<file path="src/rtl/norm_round_pack.sv">
// norm_round_pack -- back end of the div/sqrt unit.
// Stage 1 normalizes the raw quotient/root mantissa (one-bit left fix-up,
// denormalizing right shift with sticky collection) and resolves special
// operands. Stage 2 rounds in one of five IEEE modes, detects overflow and
// underflow, and packs the IEEE result with {NV,DZ,OF,UF,NX}.
// Two-stage valid/ready pipeline, one beat per cycle, order preserved.
// Optional feature: define NORM_ROUND_PACK_FTZ_EN to flush tiny results
// to signed zero (flags UF|NX); otherwise gradual underflow is produced.
module norm_round_pack #(
    parameter int C_OP   = 32,
    parameter int C_EXP  = 8,
    parameter int C_MANT = 23,
    parameter int C_RM   = 3
) (
    input  logic              Clk_CI,
    input  logic              Rst_RI,
    input  logic              In_valid_SI,
    output logic              In_ready_SO,
    input  logic              Div_SI,
    input  logic [C_RM-1:0]   RM_SI,
    input  logic              Sign_z_DI,
    input  logic [C_EXP+1:0]  Exp_z_DI,
    input  logic [C_MANT+3:0] Mant_z_DI,
    input  logic              Sticky_SI,
    input  logic              Zero_a_SI,
    input  logic              Zero_b_SI,
    input  logic              Inf_a_SI,
    input  logic              Inf_b_SI,
    input  logic              NaN_a_SI,
    input  logic              NaN_b_SI,
    output logic              Out_valid_SO,
    input  logic              Out_ready_SI,
    output logic [C_OP-1:0]   Result_DO,
    output logic [4:0]        Fflags_SO
);

    localparam int W    = C_MANT + 4;        // raw mantissa width
    localparam int EW   = C_EXP + 2;         // incoming exponent width
    localparam int IW   = C_EXP + 3;         // internal exponent, room for exp-1
    localparam int SHW  = $clog2(W + 1);     // denormalizing shift amount width
    localparam int EMAX = (1 << C_EXP) - 1;  // all-ones exponent (Inf/NaN)

    localparam logic [2:0] RM_RNE = 3'd0;
    localparam logic [2:0] RM_RTZ = 3'd1;
    localparam logic [2:0] RM_RDN = 3'd2;
    localparam logic [2:0] RM_RUP = 3'd3;
    localparam logic [2:0] RM_RMM = 3'd4;

    localparam logic [4:0] FL_NV = 5'b10000;
    localparam logic [4:0] FL_DZ = 5'b01000;
    localparam logic [4:0] FL_OF = 5'b00100;
    localparam logic [4:0] FL_UF = 5'b00010;
    localparam logic [4:0] FL_NX = 5'b00001;

    // ------------------------------------------------------------------
    // Handshake
    // ------------------------------------------------------------------
    logic r_v1;
    logic r_v2;
    logic w_adv1;
    logic w_adv2;
    logic w_acc;

    assign w_adv2       = ~r_v2 | Out_ready_SI;
    assign w_adv1       = r_v1 & w_adv2;
    assign In_ready_SO  = ~r_v1 | w_adv2;
    assign w_acc        = In_valid_SI & In_ready_SO;
    assign Out_valid_SO = r_v2;

    // ------------------------------------------------------------------
    // Stage 1: normalize / denormalize
    // ------------------------------------------------------------------
    logic [W-1:0]    w_mant_n;
    logic [IW-1:0]   w_exp_in;
    logic [IW-1:0]   w_exp_n;
    logic            w_tiny;
    logic [IW-1:0]   w_shamt_full;
    logic [SHW-1:0]  w_shamt;
    logic [W-1:0]    w_mant_d;
    logic            w_lost;
    logic [W-1:0]    w_m2;
    logic            w_stk;
    logic [EW-1:0]   w_exp_f;
    logic [2:0]      w_rm;

    assign w_exp_in = {Exp_z_DI[EW-1], Exp_z_DI};

    // Leading one sits at the top bit or one below; fix up the latter.
    always_comb begin
        if (Mant_z_DI[W-1]) begin
            w_mant_n = Mant_z_DI;
            w_exp_n  = w_exp_in;
        end else begin
            w_mant_n = Mant_z_DI << 1;
            w_exp_n  = w_exp_in - IW'(1);
        end
    end

    // Exponent <= 0 means the value is below the smallest normal: shift the
    // mantissa right by 1-exp so it lines up with the subnormal encoding.
    assign w_tiny       = w_exp_n[IW-1] | (w_exp_n == '0);
    assign w_shamt_full = IW'(1) - w_exp_n;
    assign w_shamt      = (w_shamt_full > IW'(W)) ? SHW'(W) : w_shamt_full[SHW-1:0];
    assign w_mant_d     = w_mant_n >> w_shamt;
    assign w_lost       = |(w_mant_n & ~({W{1'b1}} << w_shamt));
    assign w_m2         = w_tiny ? w_mant_d : w_mant_n;
    assign w_stk        = (|w_m2[1:0]) | Sticky_SI | (w_tiny & w_lost);
    // No hidden bit after the shift means an exponent field of zero.
    assign w_exp_f      = w_m2[W-1] ? w_exp_n[EW-1:0] : '0;

    // Collapse the rounding mode; unknown encodings behave as RNE.
    always_comb begin
        w_rm = RM_RNE;
        if (RM_SI == C_RM'(RM_RTZ))      w_rm = RM_RTZ;
        else if (RM_SI == C_RM'(RM_RDN)) w_rm = RM_RDN;
        else if (RM_SI == C_RM'(RM_RUP)) w_rm = RM_RUP;
        else if (RM_SI == C_RM'(RM_RMM)) w_rm = RM_RMM;
    end

    // ------------------------------------------------------------------
    // Stage 1: special operands (bypass rounding entirely)
    // ------------------------------------------------------------------
    logic            w_spec;
    logic [C_OP-1:0] w_spec_res;
    logic [4:0]      w_spec_flg;
    logic [C_OP-1:0] w_qnan;
    logic [C_OP-1:0] w_inf_z;
    logic [C_OP-1:0] w_zero_z;

    assign w_qnan   = {1'b0, {C_EXP{1'b1}}, 1'b1, {(C_MANT-1){1'b0}}};
    assign w_inf_z  = {Sign_z_DI, {C_EXP{1'b1}}, {C_MANT{1'b0}}};
    assign w_zero_z = {Sign_z_DI, {(C_OP-1){1'b0}}};

    // Priority: NaN first, then invalid combinations, then Inf/zero results.
    always_comb begin
        w_spec     = 1'b0;
        w_spec_res = '0;
        w_spec_flg = '0;
        if (NaN_a_SI | NaN_b_SI) begin
            w_spec = 1'b1; w_spec_res = w_qnan; w_spec_flg = FL_NV;
        end else if (Div_SI) begin
            if ((Zero_a_SI & Zero_b_SI) | (Inf_a_SI & Inf_b_SI)) begin
                w_spec = 1'b1; w_spec_res = w_qnan; w_spec_flg = FL_NV;
            end else if (Inf_a_SI) begin
                w_spec = 1'b1; w_spec_res = w_inf_z;
            end else if (Zero_b_SI) begin
                w_spec = 1'b1; w_spec_res = w_inf_z; w_spec_flg = FL_DZ;
            end else if (Inf_b_SI | Zero_a_SI) begin
                w_spec = 1'b1; w_spec_res = w_zero_z;
            end
        end else begin
            if (Zero_a_SI) begin
                w_spec = 1'b1; w_spec_res = w_zero_z;
            end else if (Sign_z_DI) begin
                w_spec = 1'b1; w_spec_res = w_qnan; w_spec_flg = FL_NV;
            end else if (Inf_a_SI) begin
                w_spec = 1'b1; w_spec_res = w_inf_z;
            end
        end
    end

    // ------------------------------------------------------------------
    // Stage 1 registers
    // ------------------------------------------------------------------
    logic              r1_sign;
    logic [EW-1:0]     r1_exp;
    logic [C_MANT-1:0] r1_frac;
    logic              r1_guard;
    logic              r1_sticky;
    logic              r1_tiny;
    logic [2:0]        r1_rm;
    logic              r1_spec;
    logic [C_OP-1:0]   r1_spec_res;
    logic [4:0]        r1_spec_flg;

    // Stage 1 valid: refill whenever the slot is free or draining.
    always_ff @(posedge Clk_CI) begin
        if (Rst_RI)           r_v1 <= 1'b0;
        else if (In_ready_SO) r_v1 <= In_valid_SI;
    end

    // Stage 1 payload captured on every accepted beat.
    always_ff @(posedge Clk_CI) begin
        if (w_acc) begin
            r1_sign     <= Sign_z_DI;
            r1_exp      <= w_exp_f;
            r1_frac     <= w_m2[W-2:3];
            r1_guard    <= w_m2[2];
            r1_sticky   <= w_stk;
            r1_tiny     <= w_tiny;
            r1_rm       <= w_rm;
            r1_spec     <= w_spec;
            r1_spec_res <= w_spec_res;
            r1_spec_flg <= w_spec_flg;
        end
    end

    // ------------------------------------------------------------------
    // Stage 2: round and pack
    // ------------------------------------------------------------------
    logic                 w_inc;
    logic                 w_nx;
    logic [EW+C_MANT-1:0] w_sum;
    logic [EW-1:0]        w_rexp;
    logic [C_MANT-1:0]    w_rfrac;
    logic                 w_of;
    logic                 w_ovf_inf;
    logic [C_OP-1:0]      w_res;
    logic [4:0]           w_flg;

    assign w_nx = r1_guard | r1_sticky;

    // Round-up decision per mode.
    always_comb begin
        case (r1_rm)
            RM_RTZ:  w_inc = 1'b0;
            RM_RDN:  w_inc = r1_sign & w_nx;
            RM_RUP:  w_inc = ~r1_sign & w_nx;
            RM_RMM:  w_inc = r1_guard;
            default: w_inc = r1_guard & (r1_sticky | r1_frac[0]);
        endcase
    end

    // Rounding on {exp,frac} lets a carry promote subnormal->normal and
    // 1.11..1 -> next binade without extra logic.
    assign w_sum   = {r1_exp, r1_frac} + {{(EW+C_MANT-1){1'b0}}, w_inc};
    assign w_rexp  = w_sum[EW+C_MANT-1:C_MANT];
    assign w_rfrac = w_sum[C_MANT-1:0];
    assign w_of    = (r1_exp >= EW'(EMAX)) | (w_rexp >= EW'(EMAX));

    // Overflow goes to Inf only when the mode rounds away from zero for this sign.
    assign w_ovf_inf = (r1_rm == RM_RNE) | (r1_rm == RM_RMM) |
                       ((r1_rm == RM_RUP) & ~r1_sign) | ((r1_rm == RM_RDN) & r1_sign);

    // Final result select: specials, overflow, (optional flush), normal pack.
    always_comb begin
        w_res = {r1_sign, w_rexp[C_EXP-1:0], w_rfrac};
        w_flg = (r1_tiny & w_nx) ? (FL_UF | FL_NX) : (w_nx ? FL_NX : 5'b00000);
        if (r1_spec) begin
            w_res = r1_spec_res;
            w_flg = r1_spec_flg;
        end else if (w_of) begin
            w_res = w_ovf_inf ? {r1_sign, {C_EXP{1'b1}}, {C_MANT{1'b0}}}
                              : {r1_sign, {(C_EXP-1){1'b1}}, 1'b0, {C_MANT{1'b1}}};
            w_flg = FL_OF | FL_NX;
        end
`ifdef NORM_ROUND_PACK_FTZ_EN
        else if (r1_tiny) begin
            w_res = {r1_sign, {(C_OP-1){1'b0}}};
            w_flg = FL_UF | FL_NX;
        end
`else
`endif
    end

    // ------------------------------------------------------------------
    // Stage 2 registers (drive the outputs directly)
    // ------------------------------------------------------------------
    logic [C_OP-1:0] r_result;
    logic [4:0]      r_fflags;

    // Output stage: holds while stalled, loads when stage 1 advances.
    always_ff @(posedge Clk_CI) begin
        if (Rst_RI) begin
            r_v2     <= 1'b0;
            r_result <= '0;
            r_fflags <= '0;
        end else begin
            if (w_adv2) r_v2 <= r_v1;
            if (w_adv1) begin
                r_result <= w_res;
                r_fflags <= w_flg;
            end
        end
    end

    assign Result_DO = r_result;
    assign Fflags_SO = r_fflags;

endmodule

</file>
<file path="config.mk">
export PLATFORM = sky130hd
export DESIGN_NAME = norm_round_pack
export DESIGN_NICKNAME = d
export VERILOG_FILES = /design/src/rtl/norm_round_pack.sv
export SDC_FILE = /design/constraint.sdc
export NUM_CORES = 1
export LEC_CHECK = 0
export ABC_AREA = 1
export CORE_MARGIN = 2
export CORE_UTILIZATION = 50
export CTS_CLUSTER_SIZE = 40
export DETAILED_ROUTE_END_ITERATION = 6
export GPL_TIMING_DRIVEN = 0
export MAX_ROUTING_LAYER = met4
export PLACE_DENSITY = 0.81
export SLEW_MARGIN = 20
export SYNTH_ARGS = -nofsm -noshare
export SYNTH_HDL_FRONTEND = slang
export SYNTH_SLANG_ARGS = --single-unit
</file>
<file path="constraint.sdc">
create_clock -name Clk_CI -period 5.1 [get_ports Clk_CI]
set_input_delay 0.765 -clock Clk_CI [delete_from_list [all_inputs] [get_ports Clk_CI]]
set_output_delay 0.765 -clock Clk_CI [all_outputs]
set_load 0.01 [all_outputs]
</file>
Word-level counts from Yosys, hierarchy flattened
Index checks and enable logic that the tools add are counted.
{"block": "totals", "word_cells": 103, "in_bits": 53, "ramBits": 0, "reg_bits": 117, "output_inout_bits": 39, "latchBits": 0, "n_memories": 0, "mem_bits_ro": 0}
{"block": "classes", "n_mul": 0, "bitwise": 30, "muxes": 37, "eq_ne": 8, "magnitude_cmp": 3, "shifts": 2, "div": 0, "reduce_logical": 5, "addsub": 3}
{"operator": "$mux 32", "n": 7}
{"operator": "$mux 31", "n": 3}
{"operator": "$mux 27", "n": 2}
{"operator": "$add 33x1->33", "n": 1}
{"operator": "$mux 5", "n": 6}
{"operator": "$and 27x27->27", "n": 1}
{"operator": "$not 27->27", "n": 1}
{"operator": "$reduce_or 27->1", "n": 1}
{"operator": "$shl 27x5->27 const A", "n": 1}
{"operator": "$shr 27x5->27", "n": 1}
{"operator": "$mux 24", "n": 1}
{"operator": "$ge 10x8->1 const B", "n": 2}
{"operator": "$or 1x1->1", "n": 14}
{"operator": "$eq 3x2->1 const B", "n": 4}
{"operator": "$and 1x1->1", "n": 11}
{"operator": "$gt 11x5->1 const B", "n": 1}
{"operator": "$logic_not 11->1", "n": 1}
{"operator": "$mux 11", "n": 1}
{"operator": "$sub 1x11->11 const A", "n": 1}
{"operator": "$sub 10x2->11 const B", "n": 1}
{"operator": "$mux 1", "n": 9}
{"operator": "$mux 4", "n": 2}
{"operator": "$eq 3x1->1 const B", "n": 2}
{"operator": "$eq 3x3->1 const B", "n": 2}
{"operator": "other kinds (7)", "n": 12}

Longest topological paths before layout
Gate-level depths: netlist of the first run.
{"block": "logic_depth", "word_depth": 11, "depth_mapped": 31, "depth_no_buf": 30}

Worst setup path before layout of the first run
No wires, ideal clock.
{"block": "synth_timing", "path_kind": "input to register", "startpoint": "input port Exp_z_DI[1]", "endpoint": "register r1_sticky, data pin", "path_slack_ps": 1298, "setup_ps": 253, "cell_stages": 28, "n_path_buf": 2, "required_time_ps": 4847, "t_arrival_ps": 3549, "path_cell_list": "inv_1 ha_1 nand2_1 nand2_2 clkbuf_1 ha_1 nand3_2 nor2_4 nand3_2 inv_2 nand2_1 nand2_1 nand2_1 inv_2 nand2_1 nor2_4 buf_4 nand4_1 nor2_1 nor2_1 nor2_1 nand2_1 nor2_1 nand3_1 nand2_1 nand2_1 nand2_1 nand2_1"}
{"block": "synth_via", "elab_chain_len": 11, "word_cells_on_any_way": 17, "cone_classes": "add/sub: 2; order compare: 1; shift: 2; mux: 3; bitwise: 6; reduce/logical: 3"}
{"element": "start: declaration", "line_no": "22", "rtl": "input logic [C_EXP+1:0] Exp_z_DI,"}
{"element": "$sub 10x2->11", "line_no": "95", "rtl": "w_exp_n = w_exp_in - IW'(1);"}
{"element": "$mux 11 *", "line_no": "90", "rtl": "if (Mant_z_DI[W-1]) begin"}
{"element": "$sub 1x11->11", "line_no": "102", "rtl": "assign w_shamt_full = IW'(1) - w_exp_n;"}
{"element": "$gt 11x5->1", "line_no": "103", "rtl": "assign w_shamt = (w_shamt_full > IW'(W)) ? SHW'(W) : w_shamt_full[SHW-1:0];"}
{"element": "$mux 5", "line_no": "103"}
{"element": "$shl 27x5->27", "line_no": "105", "rtl": "assign w_lost = |(w_mant_n & ~({W{1'b1}} << w_shamt));"}
{"element": "$not 27->27", "line_no": "105"}
{"element": "$and 27x27->27", "line_no": "105"}
{"element": "$reduce_or 27->1", "line_no": "105"}
{"element": "$and 1x1->1", "line_no": "107", "rtl": "assign w_stk = (|w_m2[1:0]) | Sticky_SI | (w_tiny & w_lost);"}
{"element": "$or 1x1->1 *", "line_no": "107"}
{"element": "net w_stk", "line_no": "82", "rtl": "logic w_stk;"}
{"element": "end signal: assignment", "line_no": "189", "rtl": "r1_sticky <= w_stk;"}
{"element": "end: declaration", "line_no": "169", "rtl": "logic r1_sticky;"}
The timed path passes the listed nets; every way through them passes the cells marked *.
A chain may end at the register's enable or synchronous reset.

Final worst setup path of the first run
{"block": "layout_timing", "startpoint": "input port Exp_z_DI[0]", "endpoint": "register r1_guard, data pin"}
{"block": "layout_via", "elab_chain_len": 7, "word_cells_on_any_way": 9, "cone_classes": "add/sub: 2; order compare: 1; shift: 1; mux: 3; bitwise: 1; reduce/logical: 1"}
{"element": "$sub 10x2->11", "line_no": "95"}
{"element": "$mux 11 *", "line_no": "90"}
{"element": "$sub 1x11->11", "line_no": "102"}
{"element": "$gt 11x5->1", "line_no": "103"}
{"element": "$mux 5", "line_no": "103"}
{"element": "$shr 27x5->27", "line_no": "104", "rtl": "assign w_mant_d = w_mant_n >> w_shamt;"}
{"element": "$mux 27 *", "line_no": "106", "rtl": "assign w_m2 = w_tiny ? w_mant_d : w_mant_n;"}
{"element": "net w_m2[2]", "line_no": "81", "rtl": "logic [W-1:0] w_m2;"}
{"element": "end signal: assignment", "line_no": "188", "rtl": "r1_guard <= w_m2[2];"}
{"element": "end: declaration", "line_no": "168", "rtl": "logic r1_guard;"}
Marks and branches as above.

==> flow_summary.toml, run 1 <==
[status]
status = "finished clean"

[pwr]
ir_drop_v = 0.000160
p_leak_nw = 3.54
p_per_area_nw_per_um2 = 219

[timing]
post-route-period-util = 0.937
max-slew-margin-rel = 0.374
finalMaxSlewViolations = 0
hold_viol_final = 0
worst_hold_slack_ns = 0.465
fin_setup_tns_ns = 0
worst_pin_slew_ns = 0.929
period_needed_ns = 4.78
fin_skew_ns = 0.00576
max_freq_mhz = 209
setup_viol = 0
rsz0062_at_grt = "no"

[route]
drtIter0Drc = 592
drt_wl_total_um = 22300
viasPerCell = 5.58
wire_per_inst_um = 16.5
dr.pass1.iters = 5
drtAntennaViolNets = 0
drc = 0
vias = 7568

[clock_tree]
cts_sinks = 84
clkLatencyLatePin_ns = 0.33
cts_inserted_buffers = 9
clockBufferDepth = 2
cts_tree = "yes"
htreeDepth = 3
clk_pin_slew_worst_paths_ns = 0.06
root_buffer = "clkbuf_16"

[die]
ioPinCount = 92
core_um2 = 13300
die_area_um2 = 14700
rows = 42
fp.dieH_um = 121
die_width_um = 121
start_util = 0.516

[yosys]
async_flop_share = 0
synth_seq_cells = 84
yosysWarnings = 0
netlist_area_um2 = 6890
syn_avg_cell_area_um2 = 6.42
synth_flop_cell = "edfxtp_1"
synth_edf_count = 45
synth_nets = 1133
yosysSeqAreaShare = 0.309
synth.distinct_cells = 52
synth_cells = 1074

[cells_and_area]
fin_area_um2 = 8360
mostFrequentLayoutCell = "nand2_1"
nets = 1235
insertedDiodeCount = 0
drive_gt1_frac = 0.0906
stdcell_count = 1357
final_util = 0.626
area_growth_pct = 21.2
final_cell_mix = "307 x nand2_1, 120 x nand3_1, 104 x nor2_1"

[placement]
hpwl_um = 18100
gp_congestion = 0.998
dpl.cell_count = 1341
port_buffers = 90
place_area_um2 = 8030

[worst_hold_path]
holdCritPathClass = "register to register"

[worst_setup_path]
critPathCapture = "r1_guard$_DFFE_PP_"
crit_type = "input port to register"
setup.worst_path.start = "Exp_z_DI[0]"
worstPathRequired_ns = 5.17
path_max_fanout = 10
critPathArrivalTime_ns = 4.85
critPathLaunchType = "input port"
reg2reg_slack_ns = 0.54
rr_endpoint = "Result_DO[13]$_SDFFE_PP0P_"
reg2reg_from = "r1_rm[2]$_SDFFCE_PP0P_"
ff2ff_path_depth = 28
end_kind = "register"

[grt]
grt_max_degree = 41
track_usage = 0.320
grt_overflow = 0
grt_pass1_vias = 7263
grt_first_pass_wirelength_um = 35800
antenna_found_initial = 0

[job]
drv_cap = 0
metrics by stage:
step | total power, mW | setup slack (ns)
floorplan | 1.05 | 1.30
global placement | 1.20 | -0.296
detailed placement | 1.21 | -0.327
CTS | 1.82 | 0.00546
global route | 1.91 | 0.00195
finish | 1.83 | 0.321
worst max-delay path, cell delays in order:
cell and delay [ns]:
clkdlybuf4s50_1 0.60, inv_1 0.07, ha_1 0.30, nand2_1 0.07, nand2_2 0.11, clkbuf_4 0.25, ha_1 0.21, nand3_2 0.12
nor2_4 0.18, nand3_2 0.11, nand2_2 0.10, nand2_1 0.06, nor2_1 0.11, nand2_1 0.09, nor2_4 0.15, nand3_2 0.20
inv_2 0.19, buf_2 0.30, nor2_1 0.09, nor2_1 0.18, nand2_1 0.09, nand3_1 0.09, nand2_1 0.05, nor2_1 0.23
a21oi_1 0.13
what timing repair did:
action                                  CTS  global route
gates resized for setup                   0            12
hold buffers                              0             0
endpoints found under the setup margin    0            54
endpoints found under the hold margin     0             0
buffers inserted                          0             0
layout make-up:
type,count,area [µm²]
sequential,84,2130
inverter,114,433
tap,176,220
multi-input combinational,834,4130
timing repair buffer,91,921
clock inverter,7,66.3
fill,1295,4990
buffer,42,233
clock buffer,9,225
sequential cells by signal, indices dropped and copies added, names as in the netlist, 3 cells and up:
name	count
r1_rm	3
r1_frac	23
Fflags_SO	5
r1_exp	10
r1_spec_res	3
Result_DO	32
kinds of logic (layout without fill, tap and decap cells):
logic type	Yosys count	after routing	share of synthesized area
AND/OR/NAND/NOR	633	633	0.415
AO/OA/AOI/OAI	173	173	0.140
buffers and inverters	156	263	0.0957
flip-flops	84	84	0.309
XOR/XNOR	20	20	0.0254
adder cells (fa/ha/maj)	6	6	0.0109
multiplexers	2	2	0.00290
cell usage after synthesis (all sizes together), types with 14 or more instances:
cell type,instances,area [µm²]
a21oi,53,269
buf,19,140
clkbuf,23,86.3
dfxtp,39,781
edfxtp,45,1350
inv,111,422
nand2,315,1210
nand3,128,676
nand4,17,106
nor2,120,541
nor3,17,96.4
o21ai,78,394
o22ai,14,87.6
or2,24,150
layer usage:
metal	global-route usage	vias up	wire, µm
li1	-	3774	-
met1	0.378	3389	9350
met2	0.527	329	10300
met3	0.0508	76	1490
met4	0.167	0	1250
met5	-	-	0
power breakdown:
group	leakage (nW)	switching (mW)	internal, mW
clock network	0.133	0.248	0.376
registers	0.763	0.0266	0.757
logic	2.64	0.264	0.156
total	3.54	0.538	1.29
worst min path at each step:
| stage | start | end | depth (start not counted) |
|---|---|---|---|
| after floorplan | r1_spec_flg[3]$_SDFFCE_PP0P_ | Fflags_SO[3]$_SDFFE_PP0P_ | 2 |
| after global placement | Result_DO[19]$_SDFFE_PP0P_ | Result_DO[19]$_SDFFE_PP0P_ | 2 |
| after detailed placement | Result_DO[28]$_SDFFE_PP0P_ | Result_DO[28]$_SDFFE_PP0P_ | 2 |
| after CTS | Result_DO[28]$_SDFFE_PP0P_ | Result_DO[28]$_SDFFE_PP0P_ | 2 |
| after global routing | Result_DO[12]$_SDFFE_PP0P_ | Result_DO[12]$_SDFFE_PP0P_ | 2 |
| final | Result_DO[28]$_SDFFE_PP0P_ | Result_DO[28]$_SDFFE_PP0P_ | 2 |
Power figures use the tool's default switching activity.
==> inputs of run 2 (changes only) <==
--- a/config.mk
+++ b/config.mk
@@ -6,6 +6,7 @@
 export NUM_CORES = 1
 export LEC_CHECK = 0
 export ABC_AREA = 1
+export CAP_MARGIN = 20
 export CORE_MARGIN = 2
 export CORE_UTILIZATION = 50
 export CTS_CLUSTER_SIZE = 40
@@ -13,7 +14,6 @@
 export GPL_TIMING_DRIVEN = 0
 export MAX_ROUTING_LAYER = met4
 export PLACE_DENSITY = 0.81
-export SLEW_MARGIN = 20
 export SYNTH_ARGS = -nofsm -noshare
 export SYNTH_HDL_FRONTEND = slang
 export SYNTH_SLANG_ARGS = --single-unit
==> flow_summary.toml, run 2 (synthesis results as in run 1) <==
[cells_and_area]
nets = 1234
multi_input_area_um2 = 4130
fillers = 1288
drive_gt1_frac = 0.0898
mostFrequentLayoutCell = "nand2_1"
insertedDiodeCount = 0
regArea_um2 = 2130
area_growth_pct = 21.4
largest_reg_flops = 32
final_cell_mix = "307 x nand2_1, 120 x nand3_1, 104 x nor2_1"

[timing]
fin_setup_tns_ns = 0
finalMaxSlewViolations = 0
fin_skew_ns = 0.00820
period_needed_ns = 4.87
max-slew-margin-rel = 0.375
worst_hold_slack_ns = 0.464
max_freq_mhz = 205
post-route-period-util = 0.956
worst_pin_slew_ns = 0.927
hold_viol_final = 0
setup_viol = 0

[pwr]
p_seq_frac = 0.418
p_leak_nw = 3.54
p_per_area_nw_per_um2 = 224
ir_drop_v = 0.000114
clkPwrFrac = 0.360
share_comb_of_total_power = 0.223
swShare = 0.286
p_sw_mw = 0.537
intPower_mw = 1.34

[worst_setup_path]
reg2reg_from = "r1_rm[2]$_SDFFCE_PP0P_"
crit_type = "input port to register"
worstPathRequired_ns = 5.17
end_kind = "register"
critPathArrivalTime_ns = 4.95
setup.worst_path.start = "Exp_z_DI[0]"
critPathLaunchType = "input port"
path_max_fanout = 10

[die]
core_um2 = 13300
ioPinCount = 92
fp.dieH_um = 121
die_area_um2 = 14700
die_width_um = 121
start_util = 0.516
rows = 42

[clock_tree]
root_buffer = "clkbuf_16"
clockBufferDepth = 2
cts_sinks = 84
clk_pin_slew_worst_paths_ns = 0.06
clkLatencyLatePin_ns = 0.34
htreeDepth = 3
cts_tree = "yes"
cts_setup_buffers = 0
cts_hold_buf = 0
cts_inserted_buffers = 9

[grt]
grt_overflow = 0
grt_pass1_vias = 7208
grt_max_degree = 46
track_usage = 0.320
grt_first_pass_wirelength_um = 35700
antenna_found_initial = 0

[placement]
hpwl_um = 18100
gp_congestion = 0.998
port_buffers = 90

[route]
drt_wl_total_um = 22400
drc = 0
drtIter0Drc = 744
dr.pass1.iters = 5
wire_per_inst_um = 16.5
viasPerCell = 5.59
vias = 7574
drtAntennaViolNets = 0

[status]
status = "finished clean"

[worst_hold_path]
worstHoldStart = "Fflags_SO[4]$_SDFFE_PP0P_"
holdCritPathClass = "register to register"

[job]
drv_cap = 0
run 2: cell types whose count changed in the layout (fill, tap and decap cells not counted):
cell,delta
buf_12,-1
buf_2,-1
bufinv_16,+1
clkbuf_1,+1
clkbuf_4,+1
clkinv_1,-1
clkinvlp_2,-1
run 2: final timing paths:
path | slack (ns) | cells past startpoint | endpoint
max | 0.23 | 25 | r1_guard$_DFFE_PP_
min | 0.46 | 2 | Fflags_SO[4]$_SDFFE_PP0P_
max reg2reg | 0.53 | 28 | Result_DO[14]$_SDFFE_PP0P_
min reg2reg | 0.46 | 2 | Fflags_SO[4]$_SDFFE_PP0P_
run 2: per-stage QoR:
stage	cells	setup WS, ns	utilization	area, µm²	total power, mW
2_1_floorplan	1074	1.30	-	6890	1.05
3_3_place_gp	1340	-0.296	0.600	8010	1.20
3_5_place_dp	1340	-0.339	0.600	8010	1.20
4_1_cts	1356	0.232	0.624	8330	1.87
5_1_grt	1356	-0.000612	0.627	8360	1.96
6_report	1356	0.225	0.627	8360	1.88
run 2: cell type report:
cell class                      count  share of cell area
Timing Repair Buffer               90               0.108
Inverter                          114              0.0518
Tap cell                          176              0.0263
Multi-Input combinational cell    834               0.493
Buffer                             42              0.0281
Sequential cell                    84               0.255
Clock inverter                      6              0.0105
Clock buffer                       10              0.0274
run 2: power groups by stage:
stage                     combinational (mW)  clock (mW)  sequential (mW)
after floorplan                        0.249           0            0.796
after global placement                 0.404           0            0.797
after detailed placement               0.407           0            0.798
after CTS                              0.409       0.682            0.783
after global routing                   0.460       0.715            0.788
final                                  0.418       0.675            0.784
run 2: worst max-delay path: stages:
cell             delay (ns)
clkdlybuf4s50_1        0.60
inv_1                  0.07
ha_1                   0.30
nand2_1                0.07
nand2_2                0.11
clkbuf_4               0.25
ha_1                   0.22
nand3_2                0.13
nor2_4                 0.18
nand3_2                0.11
inv_2                  0.07
nand2_1                0.05
nand2_1                0.05
nand2_1                0.06
inv_2                  0.13
nand2_1                0.16
nor2_4                 0.20
nand2_1                0.23
inv_2                  0.20
buf_2                  0.28
o211ai_1               0.18
nand3_1                0.10
nand2_1                0.05
nor2_1                 0.23
a21oi_1                0.13
run 2: repair_timing:
item                                    in CTS  in global routing
cloned                                       0                  0
endpoints found under the setup margin       1                 28
resized for setup                            1                 11
run 2: metal layers:
metal / vias up / routed length, µm / global-route usage
met2: 328 / 10400 / 0.536
met1: 3414 / 9530 / 0.389
met3: 66 / 1330 / 0.0320
li1: 3766 / - / -
met5: - / 0 / -
met4: 0 / 1130 / 0.151
==> inputs of run 3 (changes only) <==
--- a/config.mk
+++ b/config.mk
@@ -13,7 +13,7 @@
 export DETAILED_ROUTE_END_ITERATION = 6
 export GPL_TIMING_DRIVEN = 0
 export MAX_ROUTING_LAYER = met4
-export PLACE_DENSITY = 0.81
+export PLACE_DENSITY = 0.83
 export SYNTH_ARGS = -nofsm -noshare
 export SYNTH_HDL_FRONTEND = slang
 export SYNTH_SLANG_ARGS = --single-unit
==> constraint.sdc (replaced) <==
create_clock -name Clk_CI -period 4.4 [get_ports Clk_CI]
set_input_delay 0.66 -clock Clk_CI [delete_from_list [all_inputs] [get_ports Clk_CI]]
set_output_delay 0.66 -clock Clk_CI [all_outputs]
set_load 0.01 [all_outputs]
==> flow_summary.toml, run 3 (synthesis results as in run 1) <==
[worst_setup_path]
slowest_delay_ns = 0.43
worstPathRequired_ns = 4.66
critPathLaunchType = "register"
path_max_fanout = 10
cp_common_cell = "nand2_1"
worst-path-buf-inv = 6
critPathTopFamily = "simple AND/OR/NAND/NOR gates"
end_kind = "register"
critPathArrivalTime_ns = 4.52
crit_slowest_cell = "edfxtp_1"
crit_type = "register to register"

[route]
drtIter0Drc = 661
vias = 7714
drtAntennaViolNets = 0
drc = 0
viasPerCell = 5.62
wire_per_inst_um = 16.7
drt_wl_total_um = 22900
dr.pass1.iters = 5

[timing]
worst_hold_slack_ns = 0.463
finalMaxSlewViolations = 0
period_needed_ns = 4.26
hold_viol_final = 0
setup_viol = 0
rsz0062_at_grt = "yes"
max_freq_mhz = 235
worst_pin_slew_ns = 0.939
post-route-period-util = 0.969
fin_skew_ns = 0.00665
max-slew-margin-rel = 0.368

[grt]
grt_first_pass_wirelength_um = 35700
track_usage = 0.321
grt_overflow = 0
grt_pass1_vias = 7254
grt_max_degree = 46
antenna_found_initial = 0

[cells_and_area]
insertedDiodeCount = 0
largest_reg_flops = 32
final_util = 0.644
nets = 1250
mostFrequentLayoutCell = "nand2_1"
fin_area_um2 = 8590
drive_gt1_frac = 0.120
fillers = 1271
area_growth_pct = 24.7
final_cell_mix = "303 x nand2_1, 119 x nand3_1, 98 x nor2_1"

[pwr]
ir_drop_v = 0.000161
p_per_area_nw_per_um2 = 252
p_leak_nw = 3.66
totalPowerFinal_mw = 2.16

[clock_tree]
htreeDepth = 3
cts_tree = "yes"
clk_pin_slew_worst_paths_ns = 0.06
cts_inserted_buffers = 9
root_buffer = "clkbuf_16"
clockBufferDepth = 2
clkLatencyLatePin_ns = 0.33
cts_sinks = 84

[status]
status = "finished clean"

[die]
core_um2 = 13300
die_area_um2 = 14700
start_util = 0.516
fp.dieH_um = 121
die_width_um = 121
rows = 42
ioPinCount = 92

[placement]
place_area_um2 = 8010
port_buffers = 90
gp_congestion = 1.03
hpwl_um = 18300

[job]
drv_cap = 0

[worst_hold_path]
holdCritPathClass = "register to register"
[run 3: cell count changes in the layout (fill, tap and decap cells not counted), sizes merged]
| cell | change |
|---|---|
| buf | +18 |
| bufinv | -1 |
| clkbuf | -2 |
| clkdlybuf4s50 | -2 |
| clkinvlp | -2 |
| dlymetal6s2s | +1 |
| inv | +4 |
[run 3: cell type report]
class | count | area (µm²) | area share
buffer | 42 | 267 | 0.0310
clock buffer | 9 | 225 | 0.0262
clock inverter | 7 | 80.1 | 0.00932
inverter | 114 | 435 | 0.0507
multi-input combinational | 834 | 4210 | 0.490
sequential | 84 | 2130 | 0.248
tap | 176 | 220 | 0.0256
timing repair buffer | 106 | 1020 | 0.119
[run 3: repair_timing]
action / in CTS / in global routing
buffers inserted: 5 / 10
endpoints found under the setup margin: 63 / 68
pin swaps: 4 / 14
hold buffers: 0 / 0
resized for setup: 23 / 32
cloned: 0 / 1
[run 3: worst min-delay path: stages, from the launching register on]
cell and delay [ns]:
dfxtp_1 0.31, nand2_1 0.06, a21oi_1 0.05
[run 3: worst paths after layout]
check	start	endpoint	slack, ns	cells after the start
max	r1_rm[2]$_SDFFCE_PP0P_	Result_DO[8]$_SDFFE_PP0P_	0.14	28
min	Result_DO[19]$_SDFFE_PP0P_	Result_DO[19]$_SDFFE_PP0P_	0.46	2
min reg2reg	Result_DO[19]$_SDFFE_PP0P_	Result_DO[19]$_SDFFE_PP0P_	0.46	2
max reg2reg	r1_rm[2]$_SDFFCE_PP0P_	Result_DO[8]$_SDFFE_PP0P_	0.14	28
[run 3: report_power, final]
group | total [mW] | leakage [nW] | internal (mW) | switching (mW)
sequential | 0.910 | 0.763 | 0.878 | 0.0318
combinational | 0.497 | 2.75 | 0.185 | 0.312
clock | 0.755 | 0.151 | 0.449 | 0.306
[run 3: metal layers]
layer  GRT usage  vias up  wire length, µm
met5           -        -                0
met4       0.149        0              980
met3      0.0376       63             1410
met2       0.532      314            10800
met1       0.392     3523             9690
li1            -     3814                -
[run 3: metrics by stage]
step | TNS (ns) | setup slack, ns | cells
final | 0 | 0.136 | 1372
after global routing | -2.68 | -0.142 | 1372
after CTS | 0 | 0.00466 | 1361
after detailed placement | -28.71 | -0.909 | 1340
after global placement | -25.16 | -0.929 | 1340
after floorplan | 0 | 0.701 | 1074
